### config.mk
export PLATFORM = sky130hd
export DESIGN_NAME = pipe_stage_reg
export DESIGN_NICKNAME = d
export VERILOG_FILES = /design/src/rtl/pipe_pkg.sv /design/src/rtl/sat_counter.sv /design/src/rtl/pipe_stage_reg.sv
export SDC_FILE = /design/constraint.sdc
export NUM_CORES = 1
export LEC_CHECK = 0
export BUFFER_PORTS_ARGS = -buffer_cell sky130_fd_sc_hd__buf_2
export CORE_UTILIZATION = 43
export CTS_BUF_LIST = sky130_fd_sc_hd__clkbuf_2
export DETAILED_ROUTE_END_ITERATION = 12
export PLACE_DENSITY = 0.75
export SLEW_MARGIN = 20
export SYNTH_ARGS = -nofsm -noshare
export SYNTH_HDL_FRONTEND = slang
export SYNTH_SLANG_ARGS = --single-unit
export TNS_END_PERCENT = 20
### constraint.sdc
create_clock -name clk -period 2.3 [get_ports clk]
set_input_delay 0.115 -clock clk [delete_from_list [all_inputs] [get_ports clk]]
set_output_delay 0.115 -clock clk [all_outputs]
set_load 0.005 [all_outputs]
### src/rtl/pipe_pkg.sv
// Shared definitions for every pipeline stage register instance.
package pipe_pkg;

    localparam int unsigned DEFAULT_WIDTH = 32;
    localparam int unsigned DEFAULT_CNT_W = 16;

    typedef enum logic [1:0] {
        EMPTY = 2'd0,
        HALF  = 2'd1,
        FULL  = 2'd2
    } stage_state_e;

    // A handshake transfer happens when both sides agree in the same cycle.
    function automatic logic is_xfer(input logic valid, input logic ready);
        return valid && ready;
    endfunction

endpackage

### src/rtl/sat_counter.sv
// Saturating event counter with synchronous clear (clear beats increment).
module sat_counter #(
    parameter int unsigned CNT_W = 16
) (
    input  logic             clk,
    input  logic             rst_n,
    input  logic             inc_i,
    input  logic             clr_i,
    output logic [CNT_W-1:0] count_o
);

    localparam logic [CNT_W-1:0] CNT_MAX = '1;

    logic [CNT_W-1:0] count_q;
    logic [CNT_W-1:0] count_d;

    always_comb begin
        count_d = count_q;
        if (clr_i) begin
            count_d = '0;
        end else if (inc_i && (count_q != CNT_MAX)) begin
            count_d = count_q + CNT_W'(1);
        end
    end

    always_ff @(posedge clk or negedge rst_n) begin
        if (!rst_n) begin
            count_q <= '0;
        end else begin
            count_q <= count_d;
        end
    end

    assign count_o = count_q;

endmodule

### src/rtl/pipe_stage_reg.sv
// Elastic valid/ready pipeline stage with flush, optional skid entry and
// saturating stall/bubble counters.
module pipe_stage_reg
    import pipe_pkg::*;
#(
    parameter int unsigned WIDTH = DEFAULT_WIDTH,
    parameter bit          SKID  = 1'b1,
    parameter int unsigned CNT_W = DEFAULT_CNT_W
) (
    input  logic             clk,
    input  logic             rst_n,
    input  logic             flush,
    input  logic             cnt_clr,
    input  logic             in_valid,
    output logic             in_ready,
    input  logic [WIDTH-1:0] in_data,
    output logic             out_valid,
    input  logic             out_ready,
    output logic [WIDTH-1:0] out_data,
    output logic [CNT_W-1:0] stall_count,
    output logic [CNT_W-1:0] bubble_count
);

    logic accept;
    logic out_xfer;

    assign accept   = is_xfer(in_valid, in_ready);
    assign out_xfer = is_xfer(out_valid, out_ready);

    if (SKID) begin : g_skid
        // Main entry drives the output; skid entry catches the one payload
        // that arrives while the downstream is stalled.
        stage_state_e     state_q, state_d;
        logic [WIDTH-1:0] main_q, main_d;
        logic [WIDTH-1:0] skid_q, skid_d;
        logic             valid_q, valid_d;
        logic             ready_q, ready_d;

        always_comb begin
            state_d = state_q;
            main_d  = main_q;
            skid_d  = skid_q;
            unique case (state_q)
                EMPTY: begin
                    if (accept) begin
                        main_d  = in_data;
                        state_d = HALF;
                    end
                end
                HALF: begin
                    if (accept && out_xfer) begin
                        main_d = in_data;
                    end else if (accept) begin
                        skid_d  = in_data;
                        state_d = FULL;
                    end else if (out_xfer) begin
                        state_d = EMPTY;
                    end
                end
                FULL: begin
                    if (out_xfer) begin
                        main_d  = skid_q;
                        state_d = HALF;
                    end
                end
                default: state_d = EMPTY;
            endcase
            // Flush kills everything held, including a same-cycle accept.
            if (flush) begin
                state_d = EMPTY;
            end
            valid_d = (state_d != EMPTY);
            ready_d = (state_d != FULL);
        end

        always_ff @(posedge clk or negedge rst_n) begin
            if (!rst_n) begin
                state_q <= EMPTY;
                main_q  <= '0;
                skid_q  <= '0;
                valid_q <= 1'b0;
                ready_q <= 1'b1;
            end else begin
                state_q <= state_d;
                main_q  <= main_d;
                skid_q  <= skid_d;
                valid_q <= valid_d;
                ready_q <= ready_d;
            end
        end

        assign out_valid = valid_q;
        assign out_data  = main_q;
        assign in_ready  = ready_q;
    end else begin : g_single
        logic [WIDTH-1:0] data_q, data_d;
        logic             valid_q, valid_d;

        always_comb begin
            data_d  = data_q;
            valid_d = valid_q;
            if (accept) begin
                data_d  = in_data;
                valid_d = 1'b1;
            end else if (out_xfer) begin
                valid_d = 1'b0;
            end
            if (flush) begin
                valid_d = 1'b0;
            end
        end

        always_ff @(posedge clk or negedge rst_n) begin
            if (!rst_n) begin
                data_q  <= '0;
                valid_q <= 1'b0;
            end else begin
                data_q  <= data_d;
                valid_q <= valid_d;
            end
        end

        // Can refill in the same cycle the current entry drains.
        assign in_ready  = !valid_q || out_ready;
        assign out_valid = valid_q;
        assign out_data  = data_q;
    end

    sat_counter #(
        .CNT_W (CNT_W)
    ) u_stall_cnt (
        .clk     (clk),
        .rst_n   (rst_n),
        .inc_i   (out_valid && !out_ready),
        .clr_i   (cnt_clr),
        .count_o (stall_count)
    );

    sat_counter #(
        .CNT_W (CNT_W)
    ) u_bubble_cnt (
        .clk     (clk),
        .rst_n   (rst_n),
        .inc_i   (!out_valid),
        .clr_i   (cnt_clr),
        .count_o (bubble_count)
    );

endmodule

Word-level counts from Yosys, hierarchy flattened. Index checks and enable logic that the tools add are counted.

Add/subtract/negate cells: 2. $mul: 0. Divide/modulo/power cells: 0. $lt $le $gt $ge: 0. Equality and inequality tests: 8. Shifts and indexed selects: 0. Mux-type cells: 15. Bitwise logic cells: 1. Reduce and logical (&&, ||, !) cells: 15.

Operators with widths (number): 2-to-1 mux 32 bit (3); case mux 32 bit (3 select lines) (1); 2-to-1 mux 16 bit (4); adder 16 x 1 -> 16 bit (second input constant) (2); inequality test 16 bit (second input constant) (2); 2-to-1 mux 2 bit (6); inequality test 2 bit (second input constant) (4); logical AND 1 bit (6); case mux 2 bit (3 select lines) (1); nonzero test 2 bit (3); AND reduction 4 bit (1); AND reduction 3 bit (1); nonzero test 3 bit (1); == test 2 x 1 -> 1 bit (second input constant) (1); == test 2 bit (second input constant) (1); logical NOT 1 bit (2); logical NOT 2 bit (1); inverter 1 bit (1).

Register bits: 100. Latch bits: 0. Memory bits (writable): 0. ROM bits: 0. Input bits: 38. Output and inout bits: 66. Word-level logic and storage cells: 48. Memories kept: 0.

Longest topological paths before layout. Gate-level depths: netlist (run 1).

Depth in word-level cells: 7. Depth in mapped cells: 7. Gate-level depth less buffers: 5.

By module. Synthesis (run 1) repeated with hierarchy kept, for this count alone.

Cell total of the unflattened synthesis: 389. Area total of the unflattened synthesis: 4890.9 µm².

Modules (own cells, without submodules): pipe_stage_reg (times used 1, cells an instance 193, area each 3006.6 µm², sequential area each 1702.9 µm²); sat_counter (times used 2, cells an instance 98, area each 942.2 µm², sequential area each 400.4 µm²).

Worst setup path after synthesis (run 1). No wires, ideal clock.

Kind: flip-flop to flip-flop. Start point: register u_bubble_cnt.count_q[0] (netlist: u_bubble_cnt.count_o[0]). End point: register u_bubble_cnt.count_q[14] (netlist: u_bubble_cnt.count_o[14]). Library setup time: 78 ps. Arrival time: 1804 ps. Data required time: 2222 ps. Setup slack: 418 ps. Cell stages (with the launch flop): 6. Path buffers: 0. Period minus slack after synthesis: 1882 ps. Cell sequence: dfrtp_1 -> ha_1 -> nand4_4 -> or3_4 -> or4_1 -> a21oi_1.

Longest elaborated chain between the ends: 3. Elaborated cells on any way between the ends: 6. Classes of those cells: 1 x add/sub; 1 x eq/ne; 2 x mux; 2 x reduce/logical.

Ends and longest elaborated chain: from (decl) (RTL line sat_counter.sv:14) `logic [CNT_W-1:0] count_q;`; from (signal assigned) (RTL line sat_counter.sv:30) `count_q <= count_d;`; adder 16 x 1 -> 16 bit or inequality test 16 bit (tied branches) (RTL line sat_counter.sv:22, sat_counter.sv:21); 2-to-1 mux 16 bit or logical AND 1 bit (tied branches) (RTL line sat_counter.sv:21) `end else if (inc_i && (count_q != CNT_MAX)) begin`; 2-to-1 mux 16 bit or nonzero test 2 bit (tied branches).

Several ways; a longest one is shown, not always the timed one. The select of a mux whose other input is x is not followed. A chain may end at the register's enable or synchronous reset.

Worst setup path in the final report (run 1).
Start point: register u_stall_cnt.count_q[0] (netlist: u_stall_cnt.count_o[0]). End point: register u_stall_cnt.count_q[10] (netlist: u_stall_cnt.count_o[10]).

Longest elaborated chain between the ends: 3. Elaborated cells on any way between the ends: 6. Classes of those cells: 1 x add/sub; 1 x eq/ne; 2 x mux; 2 x reduce/logical.

Ends and longest elaborated chain (RTL line): from (decl) (sat_counter.sv:14); from (signal assigned) (sat_counter.sv:30); adder 16 x 1 -> 16 bit or inequality test 16 bit (tied branches) (sat_counter.sv:22, sat_counter.sv:21); 2-to-1 mux 16 bit or logical AND 1 bit (tied branches) (sat_counter.sv:21); 2-to-1 mux 16 bit or nonzero test 2 bit (tied branches).

Several ways; a longest one is shown, not always the timed one. The select of a mux whose other input is x is not followed.

==> results.yml, run 1 <==
route:
  route.final.wire_length_um: 10670
  drt_first_iter_violations: 196
  wire_per_inst_um: 15.22
  first_pass_iters: 5
  drc: 0
  routed-via-count: 3851
  ant_nets: 0
  vias_per_cell: 5.494
die:
  rows: 37
  die-area_mm2: 0.01135
  die_w_um: 106.5
  io_pins: 104
  core_mm2: 0.01046
  initial_core_util_pct: 44.89
  die_h_um: 106.5
cts:
  clk_latency_ps: 570
  post_cts_buffers: 0
  cts-root-buf: "clkbuf_2"
  cts_buffers: 9
  cts_tree: "yes"
  clkTransAtPathRegs_ps: 290
  cts_num_sinks: 100
  htreeDepth: 3
  cts_resized: 0
  cts_buffer_depth: 2
final_layout:
  drive_gt1_share_pct: 31.33
  layout.nets: 600
  design_area_mm2: 0.005878
  antennaDiodeCount: 0
  n_fill_cell: 916
  area_growth_pct: 25.15
pwr:
  p_leak_nw: 2.511
  ir_worst_vdd_mv: 0.4063
  power_mw: 4.182
  pwr_density_cell_mw_per_mm2: 711.4
grt:
  antenna_found_initial: 0
  grt_pass1_vias: 3773
  globalRouteOverflowTotal: 0
  grt_max_degree: 101
  grt_use_total_pct: 19.68
  grt_pass1_wl_um: 17960
sta:
  tns_ps: 0
  whs_ps: 94.50
  setup_viol: 0
  drv_slew: 0
  worst_pin_slew_ps: 814.7
  fin_crit_ps: 2146
  hold_violations: 0
  fin_crit_sh_pct: 93.32
  slew_headroom_pct: 45.69
  rsz0062_at_grt: "false"
  max_freq_mhz: 465.9
  fin_worst_skew_ps: 26.98
logic_synthesis:
  async_flop_share_pct: 100.0
  ys_ff_latch: 100
  syn_inst: 425
  ys_warn_count: 0
  ys_types: 51
  synth_edf_count: 0
  yosysSeqAreaShare_pct: 53.30
  syn_nets: 465
  syn_area_mm2: 0.004697
  synth_area_per_cell_um2: 11.05
  synth_ff_type: "dfrtp_1"
critical_path:
  r2r_end: "u_stall_cnt.count_o[10]"
  required_ps: 2820
  rrSetupSlack_ps: 150
  cp-end-kind: "flop"
  reg2reg_depth: 5
  worst_setup_path_start_kind: "flop"
  r2r_start: "u_stall_cnt.count_o[0]"
  cp_data_arrival_time_ps: 2660
  critical_path_class: "flop to flop"
  crit_fanout: 6
outcome:
  outcome: "finished clean"
placed_design:
  port_buffers: 103
  hpwlAfterDp_um: 6846
  gp_congestion: 0.8543
  post_dp_cell_area_mm2: 0.005384
flow_run:
  maxCapViolations: 0
hold_path:
  holdCritPathClass: "input port to asynchronous set/reset pin"
==> layout make-up <==
type	count	area [µm²]	area share, %
Clock buffer	9	45.04	0.7663
Clock inverter	7	68.82	1.171
Inverter	5	18.77	0.3193
Multi-Input combinational cell	295	2088	35.53
Sequential cell	100	2504	42.59
Tap cell	136	170.2	2.895
Timing Repair Buffer	149	983.4	16.73
==> flip-flops by register name, indices dropped and copies added, names as in the netlist <==
signal	flops
g_skid.skid_q	32
g_skid.state_q	2
in_ready	1
out_data	32
out_valid	1
u_bubble_cnt.count_o	16
u_stall_cnt.count_o	16
==> placed cells by master (no fill, tap or decap), drive strengths merged, types with 7 or more instances in the layout <==
cell type    netlist  final
clkbuf            15      9
nor3               7      7
mux2i             33     33
o21a               8      8
o21ai              9      9
nor4               8      8
nand2             12     12
inv                5      8
dfrtp             99     99
dlygate4sd3        0     38
nor2              40     40
or4                7      7
nand4              9      9
nand3             13     13
o31ai              8      8
buf               10    111
mux2              36     36
or3                8      8
a21oi             53     53
==> per-stage QoR <==
| step | std cells | util [%] | setup slack, ps |
|---|---|---|---|
| after global placement | 647 | 51.46 | 271.7 |
| after detailed placement | 647 | 51.46 | 233.2 |
| final | 701 | 56.18 | 153.5 |
| after global routing | 701 | 56.18 | 15.24 |
| after CTS | 701 | 56.18 | 187.6 |
| after floorplan | 425 | - | 417.8 |
==> worst max-delay path by stage <==
stage	startpoint	to	slack [ps]
2_1_floorplan	u_bubble_cnt.count_o[0]	u_bubble_cnt.count_o[14]	420
3_3_place_gp	u_stall_cnt.count_o[0]	u_stall_cnt.count_o[10]	270
3_5_place_dp	u_stall_cnt.count_o[0]	u_stall_cnt.count_o[10]	230
4_1_cts	u_stall_cnt.count_o[0]	u_stall_cnt.count_o[10]	190
5_1_grt	u_stall_cnt.count_o[0]	u_stall_cnt.count_o[12]	20
6_report	u_stall_cnt.count_o[0]	u_stall_cnt.count_o[10]	150
==> logic make-up (layout without fill, tap and decap cells) <==
logic type | count (synthesis) | count (layout) | synth area share (%)
and+or+nand+nor | 128 | 128 | 15.26
AOI/OAI and AO/OA | 96 | 96 | 12.60
muxes | 69 | 69 | 15.66
adders and majority gates | 2 | 2 | 0.5327
DFF | 100 | 100 | 53.30
buffers and inverters | 30 | 170 | 2.637
==> where the power goes <==
group / internal [mW] / leakage (nW) / switching (mW) / total, mW
clock: 0.178 / 0.0720 / 0.656 / 0.834
combinational: 0.520 / 1.21 / 0.421 / 0.941
sequential: 2.17 / 1.23 / 0.240 / 2.41
total: 2.86 / 2.51 / 1.32 / 4.18
==> per-layer routing <==
layer / global-route usage, % / share of wire, %
met2: 33.81 / 50
met3: 3.801 / 5.3
met5: 0 / 0
met4: 5.479 / 0.96
met1: 25.27 / 44
==> synthesized netlist by cell type (8+ instances only) <==
cell type  instances  area share, %
buf_2              9           0.96
clkbuf_1          15            1.2
nor2_1            40            3.2
o21ai_0            8           0.85
mux2_2            36            8.6
o31ai_1            8            1.3
mux2i_1           33            7.0
nand3_1           13            1.4
nand4_1            8            1.1
o21a_1             8            1.3
a21oi_1           53            5.6
dfrtp_1           99             53
nand2_1           12           0.96
==> worst max-delay path, cell delays in order (launching register included) <==
cell and delay, ps:
dfrtp_1 520, ha_1 250, nand4_1 220, or3_1 530
or4_1 430, a21oi_1 160
==> what timing repair did <==
action                     4_1_cts  5_1_grt
hold buffers                    38        0
hold endpoints to repair       178        0
setup endpoints to repair        0        0
No activity file was read; power rests on OpenSTA's default activity.
==> inputs of run 2 (changes only) <==
PLACE_DENSITY = 0.66   (was 0.75)
==> run 2 against run 1 <==
Effect of this change: first-iteration DRC count grew 12%; non-clock buffer count grew 4; combinational power grew 0.5%; global-route usage shrank 0.074 points; clock power grew 32%; setup slack gained 11 ps; register-to-register slack is essentially flat; core utilization grew 0.93 points; wire length shrank 1.9%; hold slack gained 160 ps; critical endpoint unchanged.
==> results.yml, run 2 (synthesis gave the netlist of run 1 again) <==
final_layout:
  design_area_mm2: 0.005976
  fin_util_pct: 57.12
  layout.nets: 604
  drive_gt1_share_pct: 31.63
  area_growth_pct: 27.22
  antennaDiodeCount: 0
  mostFrequentLayoutCell: "buf_2"
  n_fill_cell: 939
  instances_no_fill: 705
  final_cell_mix: "buf_2, dfrtp_1, a21oi_1"
route:
  drt_first_iter_violations: 220
  routed-via-count: 3876
  drc: 0
  wl_met1_um: 4731
  dr_wl_met2_um: 5077
  ant_nets: 0
  wl_met3_um: 548
  route.final.wire_length_um: 10470
  first_pass_iters: 4
  wire_per_inst_um: 14.85
  vias_per_cell: 5.498
  maxUsedRoutingLayer: "met4"
sta:
  max_freq_mhz: 468.3
  whs_ps: 253.9
  worst_pin_slew_ps: 817.9
  slew_headroom_pct: 45.47
  fin_worst_skew_ps: 18.64
  tns_ps: 0
  hold_violations: 0
  worst_slack_ps: 164.8
  drv_slew: 0
  fin_crit_ps: 2135
  fin_crit_sh_pct: 92.84
  setup_viol: 0
  rsz0062_at_grt: "false"
cts:
  cts_num_sinks: 100
  cts_buffers: 9
  cts_tree: "yes"
  clkTransAtPathRegs_ps: 280
  clk_latency_ps: 560
  cts-root-buf: "clkbuf_2"
  cts_buffer_depth: 2
  htreeDepth: 3
  post_cts_buffers: 0
critical_path:
  rrSetupSlack_ps: 160
  critical_path_class: "flop to flop"
  cp-end-kind: "flop"
  r2r_start: "u_stall_cnt.count_o[0]"
  crit_path_start: "u_stall_cnt.count_o[0]"
  cp_data_arrival_time_ps: 2640
  worst_setup_path_start_kind: "flop"
  required_ps: 2800
  crit_fanout: 6
pwr:
  pwr_density_cell_mw_per_mm2: 742.9
  p_leak_nw: 2.558
  power_mw: 4.439
  ir_worst_vdd_mv: 0.4660
flow_run:
  maxCapViolations: 0
grt:
  grt_pass1_wl_um: 17700
  grt_pass1_vias: 3723
  globalRouteOverflowTotal: 0
  grt_use_total_pct: 19.61
  grt_max_degree: 45
  antenna_found_initial: 0
die:
  die_w_um: 106.5
  initial_core_util_pct: 44.89
  die-area_mm2: 0.01135
  io_pins: 104
  die_h_um: 106.5
  core_mm2: 0.01046
  rows: 37
placed_design:
  port_buffers: 103
  placed_cells: 649
  post-place-ws_ps: 239.1
  hpwlAfterDp_um: 6864
  post_dp_cell_area_mm2: 0.005399
  gp_congestion: 0.7899
outcome:
  outcome: "finished clean"
hold_path:
  holdCritPathClass: "input port to flop"
  hold_start: "flush"
-- run 2: cell types whose count changed in the layout (fill, tap and decap cells not counted), sizes merged --
cell and delta:
buf +3, bufinv +3, clkinv -3, dlygate4sd3 +1
-- run 2: layout make-up --
class | instances | area [µm²] | share of cell area (%)
clock buffer | 9 | 45.04 | 0.7538
multi-input combinational | 295 | 2088 | 34.95
clock inverter | 7 | 121.4 | 2.031
sequential | 100 | 2504 | 41.90
timing repair buffer | 153 | 1028 | 17.21
tap | 136 | 170.2 | 2.848
inverter | 5 | 18.77 | 0.3141
-- run 2: worst max-delay path, cell delays in order, from the launching register on --
cell and delay, ps:
dfrtp_1 510, ha_1 250, nand4_1 210, or3_1 530, or4_1 440, a21oi_1 150
-- run 2: final timing paths --
path	endpoint	depth (start not counted)
max	u_stall_cnt.count_o[10]	5
min in group asynchronous	in_ready	3
max reg2reg	u_stall_cnt.count_o[10]	5
min reg2reg	g_skid.skid_q[25]	1
max in group asynchronous	out_data[29]	4
min	g_skid.state_q[1]	3
-- run 2: metal layers --
metal | vias up | track usage (%)
met1 | 1908 | 24.57
met2 | 108 | 33.12
met3 | 10 | 3.863
met4 | 0 | 8.023
met5 | - | 0
li1 | 1850 | -
-- run 2: timing repair --
item,in CTS,in global routing
hold buffers,39,1
endpoints found under the hold margin,196,1
gates resized for setup,0,0
-- run 2: where the power goes --
group | switching (mW) | internal [mW]
sequential | 0.230 | 2.17
combinational | 0.417 | 0.529
clock | 0.618 | 0.479
==> inputs of run 3 (changes only) <==
CORE_UTILIZATION = 45   (was 43)
PLACE_DENSITY = 0.68   (was 0.66)
==> run 3 against run 2 <==
Effect of this change: clock power is 28% lower; sequential power about the same; flip-flop and latch count did not move; largest power group unchanged; sequential share of layout area increased by 0.77 points; via count down 1.9%; critical path type unchanged; die area is 4.4% lower; non-clock buffer count shrank 3; core utilization increased by 1.8 points.
==> results.yml, run 3 (synthesis gave the netlist of run 1 again) <==
sta:
  max_freq_mhz: 493.5
  tns_ps: 0
  fin_crit_ps: 2026
  hold_violations: 0
  setup_viol: 0
  worst_slack_ps: 273.6
  drv_slew: 0
  fin_worst_skew_ps: 38.70
  whs_ps: 114.3
  worst_pin_slew_ps: 819.2
  fin_crit_sh_pct: 88.11
  slew_headroom_pct: 45.39
  rsz0062_at_grt: "false"
route:
  drt_first_iter_violations: 132
  wire_per_inst_um: 15.15
  drc: 0
  vias_per_cell: 5.438
  routed-via-count: 3801
  first_pass_iters: 4
  ant_nets: 0
  route.final.wire_length_um: 10590
critical_path:
  reg2reg_depth: 5
  max_stage_delay_ps: 510
  r2r_end: "u_bubble_cnt.count_o[14]"
  cp-end-kind: "flop"
  rrSetupSlack_ps: 270
  critical_path_depth: 5
  crit_end: "u_bubble_cnt.count_o[14]"
  path_buf_inv: 0
  cp_data_arrival_time_ps: 2530
  critical_path_class: "flop to flop"
  cp_top_family: "simple AND/OR/NAND/NOR gates"
  worst_setup_path_start_kind: "flop"
  worstPathCellList: "ha_1 > nand4_4 > or3_4 > or4_1 > a21oi_1"
  r2r_start: "u_bubble_cnt.count_o[0]"
  critPathSlowestCell: "or4_1"
  crit_path_start: "u_bubble_cnt.count_o[0]"
  crit_fanout: 6
  required_ps: 2810
cts:
  cts_num_sinks: 100
  cts_buffer_depth: 2
  clkTransAtPathRegs_ps: 300
  cts.hold.buffers_added: 38
  clk_latency_ps: 550
  cts-root-buf: "clkbuf_2"
  htreeDepth: 3
  cts_tree: "yes"
  post_cts_buffers: 0
  cts_buffers: 9
  cts_resized: 0
grt:
  antenna_found_initial: 0
  grt_pass1_vias: 3751
  grt_pass1_wl_um: 18270
  grt_use_total_pct: 20.69
  grt_max_degree: 58
  globalRouteOverflowTotal: 0
final_layout:
  n_fill_cell: 882
  mostFrequentLayoutCell: "buf_2"
  layout.nets: 601
  instances_no_fill: 699
  area_growth_pct: 24.93
  fin_util_pct: 58.95
  drive_gt1_share_pct: 31.27
  final_cell_mix: "buf_2, dfrtp_1, a21oi_1"
  antennaDiodeCount: 0
placed_design:
  port_buffers: 103
  gp_congestion: 0.7831
  post-place-ws_ps: 301.5
  placed_cells: 645
  hpwlAfterDp_um: 6892
hold_path:
  holdCritPathClass: "input port to asynchronous set/reset pin"
die:
  rows: 36
  die_h_um: 104.2
  die_w_um: 104.2
  die-area_mm2: 0.01085
  initial_core_util_pct: 47.18
  io_pins: 104
  core_mm2: 0.009955
pwr:
  switching_power_mw: 1.275
  ir_worst_vdd_mv: 0.3945
  p_leak_nw: 2.507
  seq_power_share_pct: 58.0
  clkPwrFrac_pct: 19.2
  internal-power_mw: 2.850
  swShare_pct: 30.90
  pwr_density_cell_mw_per_mm2: 702.8
  combPwrFrac_pct: 22.8
outcome:
  outcome: "finished clean"
flow_run:
  maxCapViolations: 0
[run 3: changes by cell type in the layout (fill, tap and decap cells not counted), sizes merged]
cell         before  now
clkinvlp          0    1
buf             114  112
inv               8   10
dlygate4sd3      39   38
bufinv            3    0
[run 3: cell type report]
cell class	instances	area [µm²]	area share [%]
Sequential cell	100	2504	42.67
Multi-Input combinational cell	295	2088	35.59
Timing Repair Buffer	150	991.0	16.89
Tap cell	133	166.4	2.836
Clock inverter	7	55.05	0.9382
Clock buffer	9	45.04	0.7676
Inverter	5	18.77	0.3198
[run 3: how the worst min path moves through the flow]
stage,startpoint,endpoint,slack [ps],cells past startpoint
floorplan,rst_n,g_skid.skid_q[0],-180,0
finish,rst_n,u_bubble_cnt.count_o[15],110,2
CTS,rst_n,u_bubble_cnt.count_o[13],80,2
detailed placement,rst_n,u_bubble_cnt.count_o[14],230,1
global route,rst_n,u_bubble_cnt.count_o[15],90,2
global placement,rst_n,u_bubble_cnt.count_o[13],220,1
[run 3: power by group through the flow]
stage | combinational, mW | clock [mW] | sequential, mW
4_1_cts | 0.953 | 0.833 | 2.40
3_3_place_gp | 0.866 | 0 | 2.40
6_report | 0.940 | 0.790 | 2.39
5_1_grt | 1.05 | 0.904 | 2.45
2_1_floorplan | 0.536 | 0 | 2.39
3_5_place_dp | 0.902 | 0 | 2.43
[run 3: per-stage QoR]
| stage | area (µm²) | power [mW] |
|---|---|---|
| final | 5868 | 4.124 |
| after global placement | 5388 | 3.267 |
| after CTS | 5868 | 4.181 |
| after floorplan | 4697 | 2.927 |
| after global routing | 5868 | 4.410 |
| after detailed placement | 5388 | 3.331 |
[run 3: metal layers]
metal | track usage (%) | routed length, µm | vias up
met3 | 4.449 | 544 | 10
met5 | 0 | 0 | -
li1 | - | - | 1841
met2 | 34.86 | 5189 | 98
met1 | 26.81 | 4762 | 1852
met4 | 6.020 | 96 | 0
